[config.mk]
export PLATFORM = sky130hd
export DESIGN_NAME = mul_seq
export DESIGN_NICKNAME = d
export VERILOG_FILES = /design/src/rtl/mul_seq.sv
export SDC_FILE = /design/constraint.sdc
export NUM_CORES = 1
export LEC_CHECK = 0
export CAP_MARGIN = 20
export CELL_PAD_IN_SITES_DETAIL_PLACEMENT = 0
export CELL_PAD_IN_SITES_GLOBAL_PLACEMENT = 1
export CORE_AREA = 2 2 145 111
export CTS_CLUSTER_SIZE = 16
export DETAILED_ROUTE_END_ITERATION = 10
export DIE_AREA = 0 0 147 113
export PLACE_DENSITY_LB_ADDON = 0.15
export SETUP_SLACK_MARGIN = 0.1
export SYNTH_ARGS = -nofsm -noshare
export SYNTH_HDL_FRONTEND = slang
export SYNTH_SLANG_ARGS = --single-unit
[constraint.sdc]
create_clock -name clk -period 3.79 [get_ports clk]
set_clock_uncertainty 0.05 [all_clocks]
set_input_delay 0.758 -clock clk [delete_from_list [all_inputs] [get_ports clk]]
set_output_delay 0.758 -clock clk [all_outputs]
set_load 0.01 [all_outputs]
[src/rtl/mul_seq.sv]
// Sequential shift-add multiplier for the Beta ALU MUL op.
// Steps the ALU's shared adder once per cycle for W cycles and returns the low W product bits.
module mul_seq #(
    parameter int W  = 32,
    parameter int CW = $clog2(W)
) (
    input  logic         clk,
    input  logic         rst,
    input  logic         in_valid,
    output logic         in_ready,
    input  logic [W-1:0] in_a,
    input  logic [W-1:0] in_b,
    output logic         out_valid,
    input  logic         out_ready,
    output logic [W-1:0] out_p,
    output logic         busy,
    output logic [W-1:0] add_a,
    output logic [W-1:0] add_b,
    output logic         add_ci,
    input  logic [W-1:0] add_s
);

    typedef enum logic [1:0] {StIdle, StRun, StDone} state_e;

    state_e        r_state;
    logic [W-1:0]  r_acc;
    logic [W-1:0]  r_mcand;
    logic [W-1:0]  r_mplr;
    logic [CW-1:0] r_cnt;

    logic          w_last;

    assign w_last = (r_cnt == CW'(W - 1));

    assign in_ready  = (r_state == StIdle);
    assign out_valid = (r_state == StDone);
    assign busy      = (r_state != StIdle);
    assign out_p     = r_acc;
    assign add_a     = r_acc;
    // Partial product is gated so the shared adder sees zero outside RUN.
    assign add_b     = ((r_state == StRun) && r_mplr[0]) ? r_mcand : '0;
    assign add_ci    = 1'b0;

    always_ff @(posedge clk or posedge rst) begin
        if (rst) begin
            r_state <= StIdle;
            r_acc   <= '0;
            r_mcand <= '0;
            r_mplr  <= '0;
            r_cnt   <= '0;
        end else begin
            case (r_state)
                StIdle: begin
                    if (in_valid) begin
                        r_acc   <= '0;
                        r_mcand <= in_a;
                        r_mplr  <= in_b;
                        r_cnt   <= '0;
                        r_state <= StRun;
                    end
                end
                StRun: begin
                    // Fixed W iterations: no early exit when the multiplier runs out of ones.
                    r_acc   <= add_s;
                    r_mcand <= r_mcand << 1;
                    r_mplr  <= r_mplr >> 1;
                    r_cnt   <= r_cnt + CW'(1);
                    if (w_last) begin
                        r_state <= StDone;
                    end
                end
                StDone: begin
                    if (out_ready) begin
                        r_state <= StIdle;
                    end
                end
                default: r_state <= StIdle;
            endcase
        end
    end

endmodule

* After elaboration in Yosys (flattened, before gate mapping) *
Index checks and enable logic that the tools add are counted.

operators by class
  add/subtract/negate cells = 1
  $mul = 0
  div/mod/pow operators = 0
  $lt $le $gt $ge = 0
  equal/unequal tests = 6
  shift operators = 0
  muxes and demuxes = 13
  bitwise operators = 0
  reduce and logical (&&, ||, !) cells = 6

operators with widths
  operator             count
  $pmux 32 s2          3
  $mux 32              4
  $pmux 5 s2           1
  $mux 2               3
  $pmux 2 s3           1
  $add 5x1->5 const B  1
  $eq 5x5->1 const B   1
  $mux 5               1
  $ne 2x2->1 const B   2
  $reduce_bool 2->1    2
  $reduce_and 3->1     1
  $eq 2x1->1 const B   1
  $eq 2x2->1 const B   1
  $logic_not 2->1      1
  $ne 2x1->1 const B   1
  $reduce_and 2->1     1
  $logic_and 1x1->1    1

storage, ports and cells
  flip-flop bits (word level) = 103
  latch bits = 0
  RAM bits = 0
  ROM bits = 0
  bits of input ports = 100
  logic and storage cells = 31
  memories = 0

* Longest topological paths before layout *
Gate-level depths: netlist of the first run.

  word-level depth = 3
  depth in mapped cells = 7
  mapped depth without buffers = 6

* Worst setup path after synthesis of the first run *
OpenSTA, ideal clock, no wires.

  kind = flip-flop to output port
  from = reg r_state[0]
  to = out add_b[10]
  arrival time = 1.134 ns
  setup slack = 1.848 ns
  cell stages (with the launch flop) = 6
  path buffers = 3
  path through = dfrtp_1 -> buf_2 -> nor2b_1 -> buf_2 -> clkbuf_1 -> and3_1

between the ends
  longest elaborated chain between the ends = 3

RTL lines
  element                   RTL line  source
  start: declaration        25        state_e r_state;
  start signal: assignment  46        r_state <= StIdle;
  start signal: assignment  59        r_state <= StRun;
  start signal: assignment  69        r_state <= StDone;
  $eq 2x1->1                41        assign add_b = ((r_state == StRun) && r_mplr[0]) ? r_mcand : '0;
  $logic_and 1x1->1         41
  $mux 32                   41
  end: declaration          18        output logic [W-1:0] add_b,

No other way between the ends.

* Worst setup path after layout of the first run *
  from = reg r_state[0]
  to = out busy

between the ends
  longest elaborated chain between the ends = 1

RTL lines
  element            RTL line  source
  $reduce_bool 2->1  37        assign busy = (r_state != StIdle);
  end: declaration   16        output logic busy,

No other way between the ends.

==> results of run 1 <==
-- final cells by class --
class / count / share of cell area, %
clock inverters: 4 / 1.11
repair buffers: 209 / 29.6
well taps: 205 / 3.66
clock buffers: 12 / 3.51
flip-flops and latches: 103 / 36.8
inverters: 6 / 0.357
multi-input cells: 286 / 25.0
-- critical path, stage by stage, from the launching register on --
cell and delay (ns):
dfrtp_2 0.35, buf_4 0.60, nor2_1 0.25, inv_1 0.10
clkdlybuf4s50_1 0.53
-- through the flow --
| step | setup WS [ns] | area (um2) | util, % |
|---|---|---|---|
| floorplan | 0.278 | 4790 | - |
| global placement | 1.02 | 6690 | 44.2 |
| detailed placement | 0.978 | 6690 | 44.2 |
| CTS | 0.779 | 7020 | 46.4 |
| global route | 0.667 | 7020 | 46.4 |
| finish | 0.809 | 7020 | 46.4 |
-- flip-flops by register name, indices dropped and copies added, names as in the netlist --
| signal | count |
|---|---|
| add_a | 32 |
| r_mcand | 32 |
| r_mplr | 32 |
| r_state | 2 |
| r_cnt | 5 |
-- cell usage after synthesis, drive strengths merged --
master / count / area [um2]
o21bai: 1 / 7.51
or3: 1 / 6.26
dfrtp: 103 / 2580
a21oi: 4 / 20.0
inv: 6 / 22.5
a22oi: 54 / 405
nor2: 2 / 7.51
nor2b: 6 / 37.5
clkbuf: 15 / 56.3
and3: 33 / 206
and2: 8 / 50.1
a211oi: 1 / 7.51
nor3b: 1 / 7.51
mux2: 1 / 11.3
nand2: 61 / 229
ha: 2 / 25.0
a22o: 35 / 307
conb: 1 / 3.75
a32o: 2 / 20.0
a31oi: 8 / 50.1
nand3: 1 / 5.00
buf: 62 / 407
o21ai: 64 / 320
-- power groups by stage --
stage / combinational [mW] / clock [mW] / sequential [mW]
CTS: 2.12 / 1.04 / 1.86
floorplan: 1.30 / 0 / 1.81
global route: 2.29 / 1.09 / 1.91
detailed placement: 2.12 / 0 / 1.87
global placement: 2.09 / 0 / 1.86
finish: 2.09 / 1.01 / 1.85
-- worst max path at each step --
stage	from	endpoint	slack [ns]	cells past startpoint
3_5_place_dp	in_valid	r_mplr[1]$_DFFE_PP0P_	0.98	6
2_1_floorplan	rst	add_a[0]$_DFFE_PP0P_	0.28	1
3_3_place_gp	in_valid	add_a[27]$_DFFE_PP0P_	1.02	5
6_report	r_state[0]$_DFFE_PP0P_	busy	0.81	4
4_1_cts	r_state[1]$_DFFE_PP0P_	add_b[31]	0.78	3
5_1_grt	r_state[1]$_DFFE_PP0P_	out_valid	0.67	3
-- per-layer routing --
metal | vias to the layer above | global-route usage, % | part of all wire, %
met2 | 102 | 25.1 | 45
met4 | 0 | 4.23 | 0.98
met1 | 1915 | 23.1 | 49
li1 | 1942 | - | -
met5 | - | 0 | 0
met3 | 10 | 3.55 | 5.4
-- cell families after synthesis --
logic type	synth area share [%]
compound gates	23.7
simple gates	11.5
flops	53.8
buf+inv	10.1
fa+ha+maj	0.522
mux	0.235
other cells	0.0783
==> impl_metrics.yaml, run 1 <==
final_layout:
  syn_to_final_growth_pct: 46.5
  drive_gt1_share_pct: 5.32
  fillers: 1398
  fin_nets: 717
  final_common_cell: "clkdlybuf4s50_1"
  diodes: 0
  final_cell_mix: "clkdlybuf4s50_1, dfrtp_1, o21ai_0, nand2_1, a22oi_1"
  multi_input_area_um2: 1750
  stdcell_count: 825
  register_area_um2: 2580
placed_design:
  io_buffers: 198
  place.gp.congestion: 0.719
  hpwlAfterDp_um: 9240
  dpl.cell_count: 809
setup_path:
  rr_worst_depth: 5
  path_class: "reg2out"
  worstPathRequired_ns: 2.98
  start_kind: "flip-flop"
  crit_arrival_ns: 2.17
  r2r_start: "r_state[0]$_DFFE_PP0P_"
  rr_endpoint: "r_mcand[4]$_DFFE_PP0P_"
  reg2reg_slack_ns: 1.74
  crit_path_max_fanout: 70
  end_kind: "output pin"
outcome:
  status: "complete, no violations"
detailed_routing:
  wl_um: 13500
  firstDrtPassIters: 5
  dr_total_vias: 3969
  drc: 0
  wire_per_inst_um: 16.4
  antenna_left: 0
  drt_iter0_drc: 227
  avgViaCountPerCell: 4.81
power:
  p_leak_nw: 2.99
  max-vdd-ir-drop_v: 0.000285
  p_int_mw: 3.24
  power.total_mw: 4.95
  switching_share_pct: 34.6
  clockPowerShare_pct: 20.4
  combPwrFrac_pct: 42.2
  switchingPower_mw: 1.71
  seq_power_share_pct: 37.5
  power_density_nw_per_um2: 706
sta:
  max_slew_margin_pct: 39.8
  layout_worst_path_cycle_share_pct: 78.6
  rsz0062_at_grt: "false"
  slew_violations: 0
  fin_crit_ns: 2.98
  setup_viol: 0
  finalSetupTns_ns: 0
  hold_viol: 0
  max_freq_ghz: 0.336
  whs_ns: 0.431
  worst_pin_slew_ns: 0.904
synth:
  ys_ff_latch: 103
  syn_nets: 574
  yosysSeqAreaShare_pct: 53.8
  synth_area_per_cell_um2: 10.1
  ys_warn_count: 0
  syn_inst: 472
  ys_types: 27
  syn-cell-area_um2: 4790
clock_tree:
  clkTransAtPathRegs_ns: 0.07
  tritoncts: "done"
  post_cts_buffers: 0
  root_buffer: "clkbuf_16"
  cts_num_sinks: 103
  holdBufCountCts: 0
  cts_buffer_depth: 2
  cts_made_buffers: 9
  cts_resized: 0
  htreeDepth: 3
  clk-insertion-delay-late_ns: 0.35
floorplan:
  core-area_um2: 15100
  start_util_pct: 31.7
  row_count: 39
  io_pins: 200
  die_width_um: 147
  die_area_um2: 16600
  fp.dieH_um: 113
global_route:
  grtUsageTotal_pct: 16.2
  grt_pass1_vias: 3908
  grt_antenna_before_repair: 0
  grt_overflow: 0
  grt_pass1_wl_um: 21400
  grt_max_degree: 71
job:
  maxCapViolCount: 0
hold_path:
  holdPathStages: 2
  hold_path_class: "reg2reg"
  min_from: "r_mplr[19]$_DFFE_PP0P_"
  min_to: "r_mplr[19]$_DFFE_PP0P_"
(Power assumes the default switching activity.)
==> run 2: changes to the inputs <==
--- a/config.mk
+++ b/config.mk
@@ -8,10 +8,10 @@
 export CAP_MARGIN = 20
 export CELL_PAD_IN_SITES_DETAIL_PLACEMENT = 0
 export CELL_PAD_IN_SITES_GLOBAL_PLACEMENT = 1
-export CORE_AREA = 2 2 145 111
+export CORE_AREA = 2 2 152 117
 export CTS_CLUSTER_SIZE = 16
 export DETAILED_ROUTE_END_ITERATION = 10
-export DIE_AREA = 0 0 147 113
+export DIE_AREA = 0 0 154 119
 export PLACE_DENSITY_LB_ADDON = 0.15
 export SETUP_SLACK_MARGIN = 0.1
 export SYNTH_ARGS = -nofsm -noshare
==> constraint.sdc (replaced) <==
create_clock -name clk -period 2.7 [get_ports clk]
set_clock_uncertainty 0.05 [all_clocks]
set_input_delay 0.54 -clock clk [delete_from_list [all_inputs] [get_ports clk]]
set_output_delay 0.54 -clock clk [all_outputs]
set_load 0.01 [all_outputs]
==> impl_metrics.yaml, run 2 (same netlist as run 1, synthesis figures left out) <==
detailed_routing:
  dr_total_vias: 4023
  wire_per_inst_um: 17.0
  antenna_left: 0
  wl_um: 14300
  drt_iter0_drc: 160
  firstDrtPassIters: 4
  drc: 0
  avgViaCountPerCell: 4.77
final_layout:
  fin_nets: 721
  fillers: 1694
  drive_gt1_share_pct: 5.61
  diodes: 0
  syn_to_final_growth_pct: 47.4
  final_cell_mix: "clkdlybuf4s50_1, dfrtp_1, o21ai_0, nand2_1, a22oi_1"
  final_common_cell: "clkdlybuf4s50_1"
  fin_util_pct: 41.3
global_route:
  grt_overflow: 0
  grt_pass1_vias: 4269
  grt_pass1_wl_um: 23100
  grt_antenna_before_repair: 0
  grtUsageTotal_pct: 15.9
  grt_max_degree: 104
outcome:
  status: "complete, no violations"
floorplan:
  die_area_um2: 18300
  fp.dieH_um: 119
  core-area_um2: 17100
  io_pins: 200
  start_util_pct: 28.0
  die_width_um: 154
  row_count: 42
clock_tree:
  clkTransAtPathRegs_ns: 0.06
  cts_num_sinks: 103
  cts_made_buffers: 9
  post_cts_buffers: 0
  root_buffer: "clkbuf_16"
  tritoncts: "done"
  htreeDepth: 3
  holdBufCountCts: 0
  clk-insertion-delay-late_ns: 0.34
  cts_buffer_depth: 2
setup_path:
  critPathSlowestCell: "clkdlybuf4s50_1"
  start_kind: "flip-flop"
  path_cells: "nor2b_4, buf_6, and3_1, clkdlybuf4s50_1"
  worstPathRequired_ns: 2.11
  path_class: "reg2out"
  worst-path-buf-inv: 2
  end_kind: "output pin"
  crit_arrival_ns: 1.92
  cp_slowest_stage_delay_ns: 0.53
  r2r_start: "r_state[0]$_DFFE_PP0P_"
  crit_start: "r_state[1]$_DFFE_PP0P_"
  cp_top_family: "buffers and inverters"
  crit_path_max_fanout: 34
hold_path:
  min_from: "r_mplr[16]$_DFFE_PP0P_"
  hold_path_class: "reg2reg"
job:
  maxCapViolCount: 0
sta:
  finalSetupTns_ns: 0
  layout_worst_path_cycle_share_pct: 93.0
  slew_violations: 0
  rsz0062_at_grt: "true"
  setup_viol: 0
  fin_crit_ns: 2.51
  max_slew_margin_pct: 63.1
  max_freq_ghz: 0.398
  hold_viol: 0
  worst_pin_slew_ns: 0.553
power:
  power_density_nw_per_um2: 972
  max-vdd-ir-drop_v: 0.000376
  p_leak_nw: 2.98
placed_design:
  place.gp.congestion: 0.716
  io_buffers: 198
  hpwlAfterDp_um: 9390
[run 2: path summary, 6_finish.rpt]
check	slack, ns	cells past startpoint	endpoint
hold / removal	0.43	2	r_mplr[16]$_DFFE_PP0P_
setup reg to reg	0.64	5	r_cnt[3]$_DFFE_PP0P_
hold reg to reg	0.43	2	r_mplr[16]$_DFFE_PP0P_
max in group asynchronous	1.51	3	r_state[0]$_DFFE_PP0P_
min in group asynchronous	0.66	3	add_a[3]$_DFFE_PP0P_
setup / recovery	0.19	4	add_b[29]
[run 2: power by group]
| group | total, mW | switching, mW | internal [mW] |
|---|---|---|---|
| Sequential | 2.57 | 0.417 | 2.15 |
| Combinational | 3.11 | 1.47 | 1.64 |
| Clock | 1.19 | 0.564 | 0.626 |
[run 2: cell type report]
cell class	count	area [um2]	area share, %
repair buffers	213	2160	30.7
flip-flops and latches	103	2580	36.5
clock buffers	13	240	3.40
inverters	6	26.3	0.372
well taps	220	275	3.90
multi-input cells	286	1750	24.8
clock inverters	3	20.0	0.284
[run 2: worst reg2reg max path: cells and delay by family, from the launching register on]
kind / cells / cell delay (ns)
and+or+nand+nor: 1 / 0.40
buffers and inverters: 3 / 1.05
DFF: 1 / 0.36
AOI/OAI and AO/OA: 1 / 0.14
[run 2: timing repair]
action / CTS / global route
gates resized for setup: 1 / 1
endpoints found under the setup margin: 1 / 1
hold endpoints to repair: 0 / 0
[run 2: per-stage QoR]
step / hold slack, ns / setup WS (ns) / cell area, um2 / total power [mW] / instances
finish: 0.435 / 0.189 / 7060 / 6.87 / 844
global placement: 0.412 / 0.538 / 6790 / 5.65 / 828
CTS: 0.439 / 0.129 / 7060 / 6.97 / 844
global route: 0.461 / 0.0893 / 7060 / 7.37 / 844
floorplan: 0.399 / 0.878 / 4790 / 4.37 / 472
detailed placement: 0.423 / 0.482 / 6790 / 5.72 / 828
[run 2: metal layers]
metal | global-route usage [%] | part of all wire (%)
met1 | 22.1 | 48
met2 | 24.7 | 47
met3 | 4.55 | 4.4
met4 | 3.10 | 0.59
met5 | 0 | 0
==> run 3: changes to the inputs <==
--- a/config.mk
+++ b/config.mk
@@ -9,6 +9,7 @@
 export CELL_PAD_IN_SITES_DETAIL_PLACEMENT = 0
 export CELL_PAD_IN_SITES_GLOBAL_PLACEMENT = 1
 export CORE_AREA = 2 2 152 117
+export CTS_BUF_LIST = sky130_fd_sc_hd__clkbuf_16
 export CTS_CLUSTER_SIZE = 16
 export DETAILED_ROUTE_END_ITERATION = 10
 export DIE_AREA = 0 0 154 119
==> impl_metrics.yaml, run 3 (same netlist as run 1, synthesis figures left out) <==
sta:
  max_slew_margin_pct: 63.2
  fin_crit_ns: 2.51
  setup_viol: 0
  worst_pin_slew_ns: 0.552
  slew_violations: 0
  layout_worst_path_cycle_share_pct: 92.9
  max_freq_ghz: 0.399
  hold_viol: 0
  finalSetupTns_ns: 0
  rsz0062_at_grt: "true"
  whs_ns: 0.434
outcome:
  status: "complete, no violations"
final_layout:
  register_area_um2: 2580
  stdcell_count: 844
  fin_area_um2: 7060
  multi_input_area_um2: 1750
  final_cell_mix: "clkdlybuf4s50_1, dfrtp_1, o21ai_0, nand2_1, a22oi_1"
  syn_to_final_growth_pct: 47.4
  drive_gt1_share_pct: 5.61
  fillers: 1694
  final_common_cell: "clkdlybuf4s50_1"
  diodes: 0
  fin_nets: 721
setup_path:
  rr_worst_depth: 5
  crit_path_max_fanout: 34
  end_kind: "output pin"
  crit_arrival_ns: 1.92
  start_kind: "flip-flop"
  path_class: "reg2out"
  worstPathRequired_ns: 2.11
clock_tree:
  post_cts_buffers: 0
  cts_num_sinks: 103
  root_buffer: "clkbuf_16"
  cts_made_buffers: 9
  tritoncts: "done"
  clk-insertion-delay-late_ns: 0.34
  htreeDepth: 3
  cts_buffer_depth: 2
  clkTransAtPathRegs_ns: 0.07
global_route:
  grt_max_degree: 104
  grtUsageTotal_pct: 15.9
  grt_overflow: 0
  grt_antenna_before_repair: 0
  grt_pass1_wl_um: 23100
  grt_pass1_vias: 4269
placed_design:
  place.gp.congestion: 0.716
  dpl.cell_count: 828
  placed_area_um2: 6790
  io_buffers: 198
  hpwlAfterDp_um: 9390
hold_path:
  hold_path_class: "reg2reg"
  holdPathStages: 2
power:
  power_density_nw_per_um2: 968
  switching_share_pct: 35.6
  switchingPower_mw: 2.44
  p_int_mw: 4.40
  max-vdd-ir-drop_v: 0.000376
  seq_power_share_pct: 37.5
  p_leak_nw: 3.00
  combPwrFrac_pct: 45.4
  clockPowerShare_pct: 17.1
floorplan:
  io_pins: 200
  core-area_um2: 17100
  row_count: 42
  die_width_um: 154
  fp.dieH_um: 119
  die_area_um2: 18300
  start_util_pct: 28.0
detailed_routing:
  antenna_left: 0
  firstDrtPassIters: 5
  met2_wirelength_um: 6780
  wire_per_inst_um: 16.9
  avgViaCountPerCell: 4.78
  dr.max_layer_used: "met4"
  m1WireLength_um: 6680
  dr_total_vias: 4031
  drc: 0
  drt_iter0_drc: 159
  dr_wl_met3_um: 692
  wl_um: 14200
job:
  maxCapViolCount: 0
## run 3: power by group through the flow
stage	Sequential, mW	Combinational, mW	Clock (mW)
floorplan	2.55	1.83	0
global placement	2.58	3.07	0
detailed placement	2.59	3.13	0
CTS	2.57	3.15	1.23
global route	2.66	3.42	1.28
finish	2.57	3.10	1.17
## run 3: through the flow
stage / util, % / total power [mW] / setup WS [ns]
after floorplan: - / 4.37 / 0.878
after global placement: 39.8 / 5.65 / 0.538
after detailed placement: 39.8 / 5.72 / 0.482
after CTS: 41.3 / 6.95 / 0.129
after global routing: 41.3 / 7.36 / 0.0893
final: 41.3 / 6.83 / 0.191
## run 3: critical path, cell delays in order (launching register included)
cell and delay [ns]:
dfrtp_2 0.42, nor2b_4 0.16, buf_6 0.26, and3_1 0.20, clkdlybuf4s50_1 0.53
## run 3: worst paths after layout
check                                            start                     end  slack [ns]
worst max-delay path            r_state[1]$_DFFE_PP0P_               add_b[29]        0.19
max in group asynchronous                          rst  r_state[0]$_DFFE_PP0P_        1.51
min in group asynchronous                          rst    add_a[3]$_DFFE_PP0P_        0.66
worst max register to register  r_state[0]$_DFFE_PP0P_    r_cnt[3]$_DFFE_PP0P_        0.66
worst min-delay path            r_mplr[14]$_DFFE_PP0P_  r_mplr[14]$_DFFE_PP0P_        0.43
worst min register to register  r_mplr[14]$_DFFE_PP0P_  r_mplr[14]$_DFFE_PP0P_        0.43
## run 3: layout make-up
type | instances | area share (%)
tap | 220 | 3.90
clock buffer | 9 | 3.19
clock inverter | 7 | 0.496
multi-input combinational | 286 | 24.8
sequential | 103 | 36.5
inverter | 6 | 0.372
timing repair buffer | 213 | 30.7
## run 3: timing repair
item                       in CTS  in global routing
hold buffers                    0                  0
resized for setup               1                  1
setup endpoints to repair       1                  1
gates cloned                    0                  0
## run 3: layer usage
metal	global-route usage, %	vias to the layer above
li1	-	1957
met1	22.1	1972
met2	24.7	96
met3	4.55	6
met4	3.10	0
met5	0	-
